**src/rtl/count_pkg.sv**
```systemverilog
// rtl/count_pkg.sv - shared types and defaults for the step-counter scheduler
package count_pkg;

  typedef enum logic [1:0] {IDLE, RUN, DONE} sched_state_t;

  localparam logic STEP1 = 1'b0;
  localparam logic STEP2 = 1'b1;

  localparam int WIDTH_DEF = 4;
  localparam int LEN_W_DEF = 4;

endpackage

```
**src/rtl/count_step_sched_rr_arb2.sv**
```systemverilog
// rtl/count_step_sched_rr_arb2.sv - two-way round-robin arbiter, purely combinational
module rr_arb2 (
  input  logic [1:0] req,
  input  logic       last_owner,
  output logic [1:0] gnt_oh,
  output logic       winner
);

  always_comb begin
    winner = 1'b0;
    if (req == 2'b10) begin
      winner = 1'b1;
    end else if (req == 2'b11) begin
      // On a tie the requester that did not win last time goes first.
      winner = ~last_owner;
    end
    gnt_oh = (|req) ? (winner ? 2'b10 : 2'b01) : 2'b00;
  end

endmodule

```
**src/rtl/count_step_sched.sv**
```systemverilog
// rtl/count_step_sched.sv - shares one external step counter between two requesters
module count_step_sched
  import count_pkg::*;
#(
  parameter int WIDTH = WIDTH_DEF,
  parameter int LEN_W = LEN_W_DEF
) (
  input  logic                  clk,
  input  logic                  rst_n,
  input  logic [1:0]            req,
  input  logic [1:0]            req_step2,
  input  logic [1:0][LEN_W-1:0] req_len,
  output logic [1:0]            gnt,
  output logic [1:0]            done,
  output logic [WIDTH-1:0]      result,
  output logic                  busy,
  output logic                  cnt_rst,
  output logic                  cnt_ctrl,
  input  logic [WIDTH-1:0]      count_in
);

  sched_state_t     state, state_n;
  logic [LEN_W-1:0] remaining;
  logic             step;
  logic             owner;
  logic             last_owner;
  logic [WIDTH-1:0] result_q;
  logic [1:0]       arb_gnt;
  logic             winner;

  rr_arb2 u_arb (
    .req       (req),
    .last_owner(last_owner),
    .gnt_oh    (arb_gnt),
    .winner    (winner)
  );

  always_comb begin
    state_n  = state;
    gnt      = 2'b00;
    done     = 2'b00;
    busy     = (state != IDLE);
    cnt_rst  = 1'b1;
    cnt_ctrl = STEP1;
    result   = result_q;
    case (state)
      IDLE: begin
        gnt = arb_gnt;
        if (|req) begin
          state_n = (req_len[winner] != '0) ? RUN : DONE;
        end
      end
      RUN: begin
        cnt_rst  = 1'b0;
        cnt_ctrl = step;
        if (remaining == LEN_W'(1)) begin
          state_n = DONE;
        end
      end
      DONE: begin
        // Present the live count so result is valid alongside the done pulse.
        done    = owner ? 2'b10 : 2'b01;
        result  = count_in;
        state_n = IDLE;
      end
      default: state_n = IDLE;
    endcase
  end

  always_ff @(posedge clk) begin
    if (!rst_n) begin
      state      <= IDLE;
      remaining  <= '0;
      step       <= STEP1;
      owner      <= 1'b0;
      last_owner <= 1'b1;
      result_q   <= '0;
    end else begin
      state <= state_n;
      if (state == IDLE && (|req)) begin
        remaining  <= req_len[winner];
        step       <= req_step2[winner];
        owner      <= winner;
        last_owner <= winner;
      end
      if (state == RUN) begin
        remaining <= remaining - LEN_W'(1);
      end
      if (state == DONE) begin
        result_q <= count_in;
      end
    end
  end

endmodule

```
**config.mk**
```make
export PLATFORM = sky130hd
export DESIGN_NAME = count_step_sched
export DESIGN_NICKNAME = d
export VERILOG_FILES = /design/src/rtl/count_pkg.sv /design/src/rtl/count_step_sched_rr_arb2.sv /design/src/rtl/count_step_sched.sv
export SDC_FILE = /design/constraint.sdc
export NUM_CORES = 1
export LEC_CHECK = 0
export ABC_AREA = 1
export CAP_MARGIN = 20
export CORE_UTILIZATION = 45
export CTS_CLUSTER_DIAMETER = 30
export DETAILED_ROUTE_END_ITERATION = 8
export PLACE_DENSITY = 0.91
export SYNTH_ARGS = -nofsm -noshare
export SYNTH_HDL_FRONTEND = slang
export SYNTH_SLANG_ARGS = --single-unit
```
**constraint.sdc**
```tcl
create_clock -name clk -period 2.4 [get_ports clk]
set_input_delay 0.36 -clock clk [delete_from_list [all_inputs] [get_ports clk]]
set_output_delay 0.36 -clock clk [all_outputs]
set_load 0.01 [all_outputs]
```
==> flow_summary.yaml, run 1 <==
floorplan:
  core.rowCount: 14
  die_w_microns: 42.1
  initial_core_util: 0.481
  fp.coreArea_sq_um: 1510
  ioPinCount: 29
  die_area_sq_um: 1770
  dieHeight_microns: 42.1
sta:
  grt_setup_unrepaired: "false"
  finalClockSkew_ps: 6.47
  setup_violations: 0
  slew_viol_final: 0
  fmax_ghz: 0.448
  worst_pin_slew_ps: 294
  post-route-period-util: 0.929
  relSlewSlack: 0.803
  final.min_clock_period_ps: 2230
  fin_tns_setup_ps: 0
  hold_viol_final: 0
  finalWorstSetupSlack_ps: 170
final_layout:
  seqCellArea_sq_um: 260
  nets: 167
  drive_gt1_frac: 0.0753
  fillers: 136
  n_antenna_cell: 0
  syn_to_final_growth_pct: 46.1
  multi_input_area_sq_um: 378
synthesis:
  synthesis.nets: 133
  synthesis.area_sq_um: 724
  synth_top_area_cell: "dfxtp_1"
  avgSynthCellArea_sq_um: 6.41
  syn_inst: 113
  synth_edf_count: 0
  synth_warnings: 0
  ys_seq_area_frac: 0.359
  synthArstFlopShare: 0
  synth_area_leaders: "dfxtp_1 (36%), nand2_1 (16%), inv_1 (11%)"
  synth_cell_types: 19
  synth_flop_cell: "dfxtp_1"
  synth-seq-cells: 13
  synth.most_common_cell: "nand2_1"
  synth_top_cell_area_share: 0.359
  synth_commonest_cells: "nand2_1 (31), inv_1 (22), dfxtp_1 (13), nand3_1 (11), nor2_1 (11)"
hold_path:
  min_path_type: "flip-flop to flip-flop"
  hold_depth: 2
detailed_routing:
  drc: 0
  drt-initial-drc-count: 36
  wl_microns: 1860
  drt_first_pass_iters: 4
  routed_via_density: 5.05
  wire_per_inst_microns: 11.5
  antenna_left: 0
  num_vias: 818
clocking:
  cts_tree: "done"
  cts_buffers: 3
  cts_hold_buf: 0
  clock_sinks: 13
  postCtsSetupRepairBufs: 0
  clkTransAtPathRegs_ps: 90
  cts_max_level: 1
  cts_resized: 0
  root_buffer: "clkbuf_4"
  clkLatencyLatePin_ps: 290
  cts_buffer_depth: 2
global_route:
  grt-ovfl-total: 0
  grt_use_total: 0.227
  grt_pass1_wl_microns: 3040
  grt_pass1_vias: 740
  antenna_found_initial: 0
  grt_max_degree: 11
critical_path:
  critPathLaunchType: "input pin"
  arrival_ps: 1870
  worst-setup-path-type: "input pin to primary output"
  reg2reg_depth: 8
  setup.worst_path.end_class: "primary output"
  cp_max_fo: 9
  worstPathRequired_ps: 2040
  reg2reg_slack_ps: 1160
run:
  maxCapViolCount: 0
placed_design:
  dp_hpwl_microns: 1430
  port_buffers: 28
  post-place-ws_ps: 185
  gpl.final_weighted_congestion: 0.776
pwr:
  peakVddDrop_mv: 0.427
  leakage_nw: 0.518
  power_density_nw_per_um2: 689
status:
  status: "finished, final reports clean"
[worst paths after layout]
check | start | end
worst max-delay path | req[1] | gnt[0]
worst min register to register | last_owner | last_owner
worst max register to register | last_owner | state[0]
worst min-delay path | last_owner | last_owner
[registers in the layout, indices dropped and copies added (netlist names)]
name and count:
step 1, state 2, remaining 4, owner 1
last_owner 1, result_q 4
[layer usage]
metal | global-route usage | vias up | part of all wire
li1 | - | 419 | -
met1 | 0.245 | 361 | 0.40
met2 | 0.416 | 33 | 0.52
met3 | 0.0431 | 5 | 0.055
met4 | 0.119 | 0 | 0.022
met5 | 0 | - | 0
[metrics by stage]
step                      utilization  area, sq um  power [W]  std cells  hold slack [ps]
after global routing            0.703         1060   0.000779        162              511
after detailed placement        0.685         1030   0.000588        158              462
after floorplan                     -          724   0.000457        113              442
after CTS                       0.703         1060   0.000731        162              483
after global placement          0.685         1030   0.000577        158              474
final                           0.703         1060   0.000729        162              483
[final cells by class]
cell class / count / share of cell area
Tap cell: 16 / 0.0189
Inverter: 23 / 0.0816
Timing Repair Buffer: 29 / 0.272
Sequential cell: 13 / 0.246
Multi-Input combinational cell: 77 / 0.357
Clock buffer: 4 / 0.0248
[power breakdown]
group	total, W	switching (W)	internal [W]
sequential	0.000273	0.0000223	0.000250
combinational	0.000314	0.000167	0.000147
clock	0.000143	0.0000783	0.0000647
total	0.000729	0.000267	0.000462
[layout by cell type (no fill, tap or decap), types with 2 or more instances in the layout]
cell / instances
clkdlybuf4s50_1: 28
nor2_1: 11
nand2_1: 31
dfxtp_1: 13
nand3_1: 11
clkbuf_4: 3
a31oi_1: 2
ha_1: 2
a21oi_1: 5
inv_1: 22
o21ai_0: 4
nand2_2: 3
[cells by family after synthesis]
| logic type | Yosys count | share of synthesized area |
|---|---|---|
| buffers and inverters | 23 | 0.119 |
| AND/OR/NAND/NOR | 61 | 0.377 |
| flip-flops | 13 | 0.359 |
| adder cells (fa/ha/maj) | 2 | 0.0345 |
| AO/OA/AOI/OAI | 14 | 0.111 |
[critical path: stages]
cell             delay (ps)
clkdlybuf4s50_1         560
inv_1                    80
nand2_2                  90
nand2_4                  90
a21oi_2                 130
clkdlybuf4s50_1         550
Power figures use the tool's default switching activity.
==> run 2, diff against run 1 <==
CORE_ASPECT_RATIO = 1.2   (was not set)
PLACE_DENSITY = 0.83   (was 0.91)
==> flow_summary.yaml, run 2 (synthesis results as in run 1) <==
status:
  status: "finished, final reports clean"
floorplan:
  fp.coreArea_sq_um: 1460
  die_w_microns: 38.6
  dieHeight_microns: 46.0
  initial_core_util: 0.495
  die_area_sq_um: 1770
  ioPinCount: 29
  core.rowCount: 15
final_layout:
  multi_input_area_sq_um: 378
  n_antenna_cell: 0
  top_regs: "remaining (4), result_q (4), state (2)"
  final_cell_mix: "nand2_1 (31), clkdlybuf4s50_1 (28), inv_1 (22)"
  seqCellArea_sq_um: 260
  final_common_cell: "nand2_1"
  fillers: 130
  nets: 166
  syn_to_final_growth_pct: 45.3
  final_cells: 162
  drive_gt1_frac: 0.0690
pwr:
  seqPwrFrac: 0.381
  internal_power_w: 0.000460
  leakage_nw: 0.513
  power_switching_w: 0.000254
  comb_power_share: 0.427
  peakVddDrop_mv: 0.374
  clkPwrFrac: 0.191
  swShare: 0.356
  power_density_nw_per_um2: 679
  power_w: 0.000715
sta:
  hold_slack_ps: 495
  fmax_ghz: 0.441
  grt_setup_unrepaired: "false"
  slew_viol_final: 0
  fin_tns_setup_ps: 0
  post-route-period-util: 0.945
  setup_violations: 0
  finalClockSkew_ps: 0.461
  worst_pin_slew_ps: 304
  relSlewSlack: 0.796
  hold_viol_final: 0
  final.min_clock_period_ps: 2270
detailed_routing:
  wire_per_inst_microns: 9.95
  drt_first_pass_iters: 4
  antenna_left: 0
  drc: 0
  num_vias: 780
  drt-initial-drc-count: 28
  wl_microns: 1610
  routed_via_density: 4.81
critical_path:
  path_delay_family: "buffers and inverters"
  cp_max_fo: 9
  reg2reg_depth: 7
  cp_cell_sequence: "clkdlybuf4s50_1, inv_1, nand2_2, nand2_4, a21oi_2, clkdlybuf4s50_1"
  critPathMostFrequentCell: "clkdlybuf4s50_1"
  worstPathRequired_ps: 2040
  critPathSlowestCell: "clkdlybuf4s50_1"
  worst-setup-path-type: "input pin to primary output"
  critPathBufInv: 3
  setup.worst_path.end_class: "primary output"
  critPathLaunchType: "input pin"
  slowest_delay_ps: 600
  cp.depth: 6
  arrival_ps: 1910
placed_design:
  gpl.final_weighted_congestion: 0.815
  port_buffers: 28
  place_inst: 158
  dp_hpwl_microns: 1250
clocking:
  clkTransAtPathRegs_ps: 80
  cts_max_level: 1
  root_buffer: "clkbuf_4"
  cts_tree: "done"
  cts_hold_buf: 0
  cts_buffer_depth: 2
  cts_resized: 0
  postCtsSetupRepairBufs: 0
  cts_buffers: 3
  clock_sinks: 13
  clkLatencyLatePin_ps: 280
global_route:
  grt_pass1_wl_microns: 2550
  grt_pass1_vias: 656
  grt_use_total: 0.210
  grt_max_degree: 11
  grt-ovfl-total: 0
  antenna_found_initial: 0
hold_path:
  hold_depth: 2
  min_path_type: "flip-flop to flip-flop"
run:
  maxCapViolCount: 0
==> run 2: changes by cell type in the layout (fill, tap and decap cells not counted), sizes merged <==
cell  change
buf       -1
==> run 2: final timing paths <==
path,start,slack [ps],to
hold / removal,step,490,step
setup / recovery,req[1],130,gnt[0]
hold reg to reg,step,490,step
setup reg to reg,last_owner,1210,state[1]
==> run 2: worst reg2reg max path: cells and delay by family (launching register included) <==
kind             cells  cell delay (ps)
flip-flops           1              320
AND/OR/NAND/NOR      6              660
AO/OA/AOI/OAI        1              140
==> run 2: routing by layer <==
metal	track usage	routed length, microns	vias up
li1	-	-	415
met1	0.227	646	328
met2	0.377	826	32
met3	0.0294	91	5
met4	0.124	48	0
met5	0	0	-
==> run 2: power by group through the flow <==
stage | combinational, W | clock [W] | sequential (W)
final | 0.000305 | 0.000137 | 0.000272
after global routing | 0.000344 | 0.000148 | 0.000277
after CTS | 0.000308 | 0.000140 | 0.000273
after detailed placement | 0.000304 | 0 | 0.000277
after global placement | 0.000298 | 0 | 0.000276
after floorplan | 0.000184 | 0 | 0.000273
==> run 2: through the flow <==
step / util / instance area [sq um] / setup WS, ps
3_3_place_gp: 0.701 / 1030 / 154
3_5_place_dp: 0.701 / 1030 / 138
5_1_grt: 0.719 / 1050 / 32.9
2_1_floorplan: - / 724 / 1170
4_1_cts: 0.719 / 1050 / 129
6_report: 0.719 / 1050 / 133
==> run 2: layout make-up <==
type                            instances  area share
Tap cell                               17      0.0202
Timing Repair Buffer                   28       0.266
Clock buffer                            4      0.0250
Multi-Input combinational cell         77       0.359
Sequential cell                        13       0.247
Inverter                               23      0.0820
